## src/rtl/sys_pkg.sv

```systemverilog
// Shared types and helpers for the systolic tile sequencer.
// Optional accumulate mode is enabled by defining SEQ_ACCUM_EN.
package sys_pkg;

  typedef enum logic [2:0] {
    S_IDLE,
    S_CLEAR,
    S_FEED,
    S_DRAIN,
    S_WRITEBACK,
    S_DONE
  } seq_state_t;

  localparam int ELEM_W = 16;
  typedef logic [ELEM_W-1:0] elem_t;

  // Cycles from the last feed until the far corner PE has its final sum.
  function automatic int drain_cycles(input int rows, input int cols, input int pe_lat);
    return 1 + (rows - 1) + (cols - 1) + pe_lat;
  endfunction

endpackage

```

## src/rtl/skew_buffer.sv

```systemverilog
// Per-lane delay line: lane gi is delayed by gi cycles, lane 0 passes straight through.
// Data is forced to zero on lanes whose valid is low.
module skew_buffer #(
  parameter int LANES = 4,
  parameter int N     = 16
) (
  input  logic               clk,
  input  logic               rst,
  input  logic [LANES*N-1:0] in_data,
  input  logic               in_vld,
  output logic [LANES*N-1:0] out_data,
  output logic [LANES-1:0]   out_vld
);

  for (genvar gi = 0; gi < LANES; gi++) begin : g_lane
    if (gi == 0) begin : g_pass
      assign out_vld[0]      = in_vld;
      assign out_data[0 +: N] = in_vld ? in_data[0 +: N] : '0;
    end else begin : g_delay
      logic [N-1:0]  data_reg [gi];
      logic [gi-1:0] vld_reg;

      always_ff @(posedge clk) begin
        if (!rst) begin
          for (int j = 0; j < gi; j++) data_reg[j] <= '0;
          vld_reg <= '0;
        end else begin
          data_reg[0] <= in_data[gi*N +: N];
          vld_reg[0]  <= in_vld;
          for (int j = 1; j < gi; j++) begin
            data_reg[j] <= data_reg[j-1];
            vld_reg[j]  <= vld_reg[j-1];
          end
        end
      end

      assign out_vld[gi]         = vld_reg[gi-1];
      assign out_data[gi*N +: N] = vld_reg[gi-1] ? data_reg[gi-1] : '0;
    end
  end

endmodule

```

## src/rtl/systolic_sequencer.sv

```systemverilog
// Tile sequencer: clears the array, streams skewed A/B tiles from BRAM, drains, reads rows out.
// Define SEQ_ACCUM_EN to add the accum input that skips the clear and accumulates across tiles.
module systolic_sequencer
  import sys_pkg::*;
#(
  parameter int N      = 16,
  parameter int ROWS   = 4,
  parameter int COLS   = 4,
  parameter int K_MAX  = 16,
  parameter int ADDR_W = 8,
  parameter int PE_LAT = 1,
  localparam int KW    = $clog2(K_MAX + 1),
  localparam int RW    = (ROWS > 1) ? $clog2(ROWS) : 1
) (
  input  logic              clk,
  input  logic              rst,
  input  logic              start,
`ifdef SEQ_ACCUM_EN
  input  logic              accum,
`endif
  input  logic [KW-1:0]     k_len,
  output logic              busy,
  output logic              done,
  output logic              a_rd_en,
  output logic              b_rd_en,
  output logic [ADDR_W-1:0] a_addr,
  output logic [ADDR_W-1:0] b_addr,
  input  logic [ROWS*N-1:0] a_rd_data,
  input  logic [COLS*N-1:0] b_rd_data,
  output logic [ROWS*N-1:0] a_feed,
  output logic [COLS*N-1:0] b_feed,
  output logic [ROWS-1:0]   a_feed_vld,
  output logic [COLS-1:0]   b_feed_vld,
  output logic              arr_clear,
  output logic [RW-1:0]     arr_rd_row,
  input  logic [COLS*N-1:0] arr_rd_data,
  output logic [COLS*N-1:0] out_data,
  output logic              out_valid,
  input  logic              out_ready
);

  localparam int D  = drain_cycles(ROWS, COLS, PE_LAT);
  localparam int DW = $clog2(D + 1);

  seq_state_t    state_reg, state_next;
  logic [KW-1:0] k_len_reg, k_len_next;
  logic [KW-1:0] k_reg, k_next;
  logic [DW-1:0] drain_reg, drain_next;
  logic [RW-1:0] row_reg, row_next;
  logic          rd_vld_reg;
  logic          accum_req;
  logic [KW-1:0] k_len_clamped;

`ifdef SEQ_ACCUM_EN
  assign accum_req = accum;
`else
  assign accum_req = 1'b0;
`endif

  assign k_len_clamped = (k_len > KW'(K_MAX)) ? KW'(K_MAX) : k_len;

  always_ff @(posedge clk) begin
    if (!rst) begin
      state_reg  <= S_IDLE;
      k_len_reg  <= '0;
      k_reg      <= '0;
      drain_reg  <= '0;
      row_reg    <= '0;
      rd_vld_reg <= 1'b0;
    end else begin
      state_reg  <= state_next;
      k_len_reg  <= k_len_next;
      k_reg      <= k_next;
      drain_reg  <= drain_next;
      row_reg    <= row_next;
      rd_vld_reg <= a_rd_en;
    end
  end

  always_comb begin
    state_next = state_reg;
    k_len_next = k_len_reg;
    k_next     = k_reg;
    drain_next = drain_reg;
    row_next   = row_reg;
    busy       = 1'b0;
    done       = 1'b0;
    a_rd_en    = 1'b0;
    b_rd_en    = 1'b0;
    a_addr     = '0;
    b_addr     = '0;
    arr_clear  = 1'b0;
    arr_rd_row = '0;
    out_valid  = 1'b0;
    out_data   = '0;
    case (state_reg)
      S_IDLE: begin
        if (start) begin
          k_len_next = k_len_clamped;
          k_next     = '0;
          drain_next = '0;
          row_next   = '0;
          if (accum_req) state_next = (k_len_clamped == '0) ? S_WRITEBACK : S_FEED;
          else           state_next = S_CLEAR;
        end
      end
      S_CLEAR: begin
        busy       = 1'b1;
        arr_clear  = 1'b1;
        state_next = (k_len_reg == '0) ? S_WRITEBACK : S_FEED;
      end
      S_FEED: begin
        busy    = 1'b1;
        a_rd_en = 1'b1;
        b_rd_en = 1'b1;
        a_addr  = ADDR_W'(k_reg);
        b_addr  = ADDR_W'(k_reg);
        if (k_reg == k_len_reg - KW'(1)) begin
          state_next = S_DRAIN;
          drain_next = '0;
        end else begin
          k_next = k_reg + KW'(1);
        end
      end
      S_DRAIN: begin
        busy = 1'b1;
        if (drain_reg == DW'(D - 1)) state_next = S_WRITEBACK;
        else                         drain_next = drain_reg + DW'(1);
      end
      S_WRITEBACK: begin
        busy       = 1'b1;
        out_valid  = 1'b1;
        arr_rd_row = row_reg;
        out_data   = arr_rd_data;
        if (out_ready) begin
          if (row_reg == RW'(ROWS - 1)) state_next = S_DONE;
          else                          row_next   = row_reg + RW'(1);
        end
      end
      S_DONE: begin
        busy       = 1'b1;
        done       = 1'b1;
        state_next = S_IDLE;
      end
      default: state_next = S_IDLE;
    endcase
  end

  skew_buffer #(.LANES(ROWS), .N(N)) u_skew_a (
    .clk      (clk),
    .rst      (rst),
    .in_data  (a_rd_data),
    .in_vld   (rd_vld_reg),
    .out_data (a_feed),
    .out_vld  (a_feed_vld)
  );

  skew_buffer #(.LANES(COLS), .N(N)) u_skew_b (
    .clk      (clk),
    .rst      (rst),
    .in_data  (b_rd_data),
    .in_vld   (rd_vld_reg),
    .out_data (b_feed),
    .out_vld  (b_feed_vld)
  );

endmodule

```

## config.mk

```make
export PLATFORM = sky130hd
export DESIGN_NAME = systolic_sequencer
export DESIGN_NICKNAME = d
export VERILOG_FILES = /design/src/rtl/sys_pkg.sv /design/src/rtl/skew_buffer.sv /design/src/rtl/systolic_sequencer.sv
export SDC_FILE = /design/constraint.sdc
export NUM_CORES = 1
export LEC_CHECK = 0
export CORE_AREA = 8 8 160 162
export DETAILED_ROUTE_END_ITERATION = 6
export DIE_AREA = 0 0 168 170
export PLACE_DENSITY_LB_ADDON = 0.08
export SLEW_MARGIN = 20
export SYNTH_ARGS = -nofsm -noshare
export SYNTH_HDL_FRONTEND = slang
export SYNTH_SLANG_ARGS = --single-unit
```

## constraint.sdc

```tcl
create_clock -name clk -period 2.5 [get_ports clk]
set_input_delay 0.625 -clock clk [delete_from_list [all_inputs] [get_ports clk]]
set_output_delay 0.625 -clock clk [all_outputs]
set_load 0.05 [all_outputs]
```

==> impl_metrics.prom <==
# TYPE chip_impl_metric gauge
chip_impl_info{name="status",value="finished, final reports clean"} 1
chip_impl_info{name="library_cell_occupying_the_most_area_in_the_post_synthesis_netlist",value="sky130_fd_sc_hd__dfxtp_1"} 1
chip_impl_metric{name="worstMarginPinSlew",unit="ps"} 536
chip_impl_metric{name="post-dp-hpwl",unit="mm"} 21.3
chip_impl_metric{name="firstDrtPassIters",unit=""} 4
chip_impl_metric{name="power_switching_share",unit=""} 0.232
chip_impl_metric{name="routed_wl",unit="mm"} 27.3
chip_impl_metric{name="drt-initial-drc-count",unit=""} 241
chip_impl_metric{name="std_cell_rows",unit=""} 56
chip_impl_metric{name="gp_routability_congestion",unit=""} 0.869
chip_impl_metric{name="vdd.ir_drop.worst",unit="mV"} 0.363
chip_impl_info{name="ys.flop_type",value="sky130_fd_sc_hd__dfxtp_1"} 1
chip_impl_metric{name="clk_latency",unit="ps"} 500
chip_impl_metric{name="timing.final.hold_violations",unit=""} 0
chip_impl_metric{name="cp_data_required_time",unit="ps"} 1880
chip_impl_info{name="clock_tree.root_cell",value="sky130_fd_sc_hd__clkbuf_16"} 1
chip_impl_info{name="synth.top_cells.by_area",value="sky130_fd_sc_hd__dfxtp_1 (55%), sky130_fd_sc_hd__and2_1 (31%), sky130_fd_sc_hd__clkbuf_1 (2.0%)"} 1
chip_impl_metric{name="worstPathMaxFanout",unit=""} 9
chip_impl_metric{name="p_sw",unit="uW"} 1990
chip_impl_metric{name="power.static_leakage",unit="uW"} 0.00641
chip_impl_metric{name="p_int",unit="uW"} 6580
chip_impl_info{name="setup.worst_path.start_class",value="register"} 1
chip_impl_metric{name="worst_clock_skew",unit="ps"} 5.75
chip_impl_metric{name="synth.yosys.warnings",unit=""} 0
chip_impl_metric{name="post_synth_edffs",unit=""} 0
chip_impl_metric{name="floorplan.initialDensity",unit=""} 0.342
chip_impl_metric{name="remaining_drc_errors",unit=""} 0
chip_impl_metric{name="die_area",unit="um2"} 28600
chip_impl_info{name="synth_common_cells",value="sky130_fd_sc_hd__and2_1 (395), sky130_fd_sc_hd__dfxtp_1 (215), sky130_fd_sc_hd__clkbuf_1 (43), sky130_fd_sc_hd__buf_4 (19), sky130_fd_sc_hd__nand3_1 (15)"} 1
chip_impl_metric{name="final-max-slew-violation-count",unit=""} 0
chip_impl_metric{name="clockPowerShare",unit=""} 0.409
chip_impl_metric{name="finalSetupViolations",unit=""} 0
chip_impl_metric{name="synth_cell_area",unit="um2"} 7870
chip_impl_metric{name="yosys_register_bits",unit=""} 215
chip_impl_metric{name="fraction_of_power_consumed_by_sequential_logic",unit=""} 0.422
chip_impl_metric{name="grt_pass1_wl",unit="mm"} 39.1
chip_impl_metric{name="cts_htree_levels",unit=""} 1
chip_impl_metric{name="final_net_count",unit=""} 1403
chip_impl_metric{name="clk_pin_slew",unit="ps"} 60
chip_impl_metric{name="cts-buffers-inserted",unit=""} 23
chip_impl_metric{name="grt.overflow.total",unit=""} 0
chip_impl_metric{name="post-route-min-period",unit="ps"} 2460
chip_impl_metric{name="timing.max_cap.violations",unit=""} 0
chip_impl_metric{name="synthCells",unit=""} 790
chip_impl_metric{name="postSynthAreaPerCell",unit="um2"} 9.97
chip_impl_metric{name="core_area",unit="um2"} 23100
chip_impl_metric{name="p_total",unit="uW"} 8570
chip_impl_info{name="critical_path_class",value="register to output pin"} 1
chip_impl_metric{name="min_period_over_period",unit=""} 0.983
chip_impl_metric{name="post_route_setup_tns",unit="ps"} 0
chip_impl_info{name="tritoncts_clock_tree",value="yes"} 1
chip_impl_metric{name="antenna_found_initial",unit=""} 1
chip_impl_info{name="rsz_0062_raised_after_global_routing",value="yes"} 1
chip_impl_metric{name="die_w",unit="um"} 168
chip_impl_metric{name="grt_max_degree",unit=""} 88
chip_impl_metric{name="netlist-cell-type-count",unit=""} 42
chip_impl_metric{name="buffer_ports.inserted",unit=""} 418
chip_impl_metric{name="yosysSeqAreaShare",unit=""} 0.547
chip_impl_metric{name="post_route_cells_drive_above_1_share",unit=""} 0.296
chip_impl_metric{name="max-clock-path-buffers",unit=""} 3
chip_impl_metric{name="power_density",unit="nW/um2"} 551
chip_impl_metric{name="post_drt_wl_per_cell",unit="um"} 18.2
chip_impl_metric{name="synth_async_sr_flop_share",unit=""} 0
chip_impl_info{name="holdCritPathClass",value="register to register"} 1
chip_impl_metric{name="worst_ep_arrival_time",unit="ps"} 1830
chip_impl_metric{name="die_y",unit="um"} 170
chip_impl_metric{name="via_count",unit=""} 6485
chip_impl_metric{name="grt_use_total",unit=""} 0.178
chip_impl_metric{name="area_growth",unit="%"} 97.3
chip_impl_metric{name="combinationalPowerShare",unit=""} 0.169
chip_impl_info{name="most_instantiated_library_cell_after_synthesis",value="sky130_fd_sc_hd__and2_1"} 1
chip_impl_metric{name="clkSinkCount",unit=""} 215
chip_impl_metric{name="num_io_pins",unit=""} 425
chip_impl_metric{name="antenna_violating_nets_post_route",unit=""} 0
chip_impl_metric{name="headroom_to_the_max_slew_limit",unit=""} 0.642
chip_impl_metric{name="postCtsHoldBufs",unit=""} 0
chip_impl_metric{name="grt_pass1_vias",unit=""} 6535
chip_impl_metric{name="yosysTopAreaCellShare",unit=""} 0.547
chip_impl_info{name="endpoint_kind",value="output pin"} 1
chip_impl_metric{name="avgViaCountPerCell",unit=""} 4.31
chip_impl_metric{name="max_freq",unit="MHz"} 407
-- metrics by stage --
| stage | hold WS [ps] | util | setup WS, ps | area, um2 | instances |
|---|---|---|---|---|---|
| floorplan | 412 | - | 67.6 | 7900 | 795 |
| global placement | 413 | 0.622 | 275 | 14300 | 1448 |
| detailed placement | 418 | 0.622 | 264 | 14300 | 1448 |
| CTS | 429 | 0.662 | -31.6 | 15300 | 1491 |
| global route | 435 | 0.674 | -36.0 | 15500 | 1503 |
| finish | 428 | 0.674 | 42.6 | 15500 | 1504 |
-- worst max-delay path, cell delays in order (launching register included) --
cell and delay, ps:
sky130_fd_sc_hd__dfxtp_1 320, sky130_fd_sc_hd__buf_6 140, sky130_fd_sc_hd__nor3b_4 220, sky130_fd_sc_hd__buf_6 200
sky130_fd_sc_hd__clkbuf_16 160, sky130_fd_sc_hd__and2_4 150, sky130_fd_sc_hd__buf_12 130
-- layout make-up --
cell class | count | area [um2]
sequential | 215 | 4310
inverter | 4 | 17.5
clock buffer | 32 | 639
tap | 290 | 363
antenna | 1 | 2.50
fill | 1677 | 7520
clock inverter | 8 | 151
timing repair buffer | 445 | 6650
multi-input combinational | 509 | 3410
-- final timing paths --
path / cells past startpoint / start / slack, ps / end
max reg2reg: 7 / k_len_reg[0] / 530 / state_reg[0]
min: 1 / u_skew_a.g_lane[3].g_delay.data_reg[0][11] / 430 / u_skew_a.g_lane[3].g_delay.data_reg[0][27]
max: 6 / state_reg[0] / 40 / out_data[21]
min reg2reg: 1 / u_skew_a.g_lane[3].g_delay.data_reg[0][11] / 430 / u_skew_a.g_lane[3].g_delay.data_reg[0][27]
-- routing by layer --
metal	track usage	part of all wire	up-vias
met5	0	0	-
met4	0.0590	0.027	0
met3	0.0809	0.11	38
met2	0.333	0.54	266
met1	0.170	0.33	2946
li1	-	-	3235
-- repair_timing --
item                                   CTS  global route
cloned                                   1             7
setup endpoints to repair               78            66
endpoints found under the hold margin    0             0
gates resized for setup                 37            43
setup buffers                            2             5
pin swaps                                1            20
-- power by group through the flow --
stage / clock [uW] / sequential, uW / combinational, uW
CTS: 3630 / 3610 / 1370
finish: 3500 / 3610 / 1450
detailed placement: 0 / 3690 / 1310
global route: 3770 / 3630 / 1530
global placement: 0 / 3680 / 1300
floorplan: 0 / 3680 / 605
-- cells in the final DEF (no fill, tap or decap), types with 2 or more instances in the layout --
cell	n
sky130_fd_sc_hd__a211oi_1	2
sky130_fd_sc_hd__a21boi_0	4
sky130_fd_sc_hd__a21oi_1	7
sky130_fd_sc_hd__and2_1	324
sky130_fd_sc_hd__and2_2	5
sky130_fd_sc_hd__and2_4	66
sky130_fd_sc_hd__and3b_1	2
sky130_fd_sc_hd__buf_12	215
sky130_fd_sc_hd__buf_4	18
sky130_fd_sc_hd__buf_6	6
sky130_fd_sc_hd__buf_8	3
sky130_fd_sc_hd__bufinv_16	4
sky130_fd_sc_hd__clkbuf_1	6
sky130_fd_sc_hd__clkbuf_16	26
sky130_fd_sc_hd__clkbuf_8	3
sky130_fd_sc_hd__clkdlybuf4s50_1	199
sky130_fd_sc_hd__conb_1	6
sky130_fd_sc_hd__dfxtp_1	213
sky130_fd_sc_hd__dfxtp_2	2
sky130_fd_sc_hd__ha_1	4
sky130_fd_sc_hd__inv_1	3
sky130_fd_sc_hd__inv_6	2
sky130_fd_sc_hd__mux2i_1	2
sky130_fd_sc_hd__nand2_1	8
sky130_fd_sc_hd__nand2b_1	6
sky130_fd_sc_hd__nand3_1	15
sky130_fd_sc_hd__nand3b_1	4
sky130_fd_sc_hd__nor2_1	10
sky130_fd_sc_hd__nor2b_1	7
sky130_fd_sc_hd__nor3_1	5
sky130_fd_sc_hd__nor3b_1	4
sky130_fd_sc_hd__o21a_1	2
sky130_fd_sc_hd__o21ai_0	2
sky130_fd_sc_hd__o22ai_1	2
sky130_fd_sc_hd__o31a_1	2
sky130_fd_sc_hd__xnor2_1	3
sky130_fd_sc_hd__xor2_1	3
-- cell families after synthesis --
group / synth area share
flip-flops: 0.547
adder cells (fa/ha/maj): 0.00636
AO/OA/AOI/OAI: 0.0281
XOR/XNOR: 0.00668
buffers and inverters: 0.0461
AND/OR/NAND/NOR: 0.363
multiplexers: 0.00254
other: 0.000476
Power figures use the tool's default switching activity.
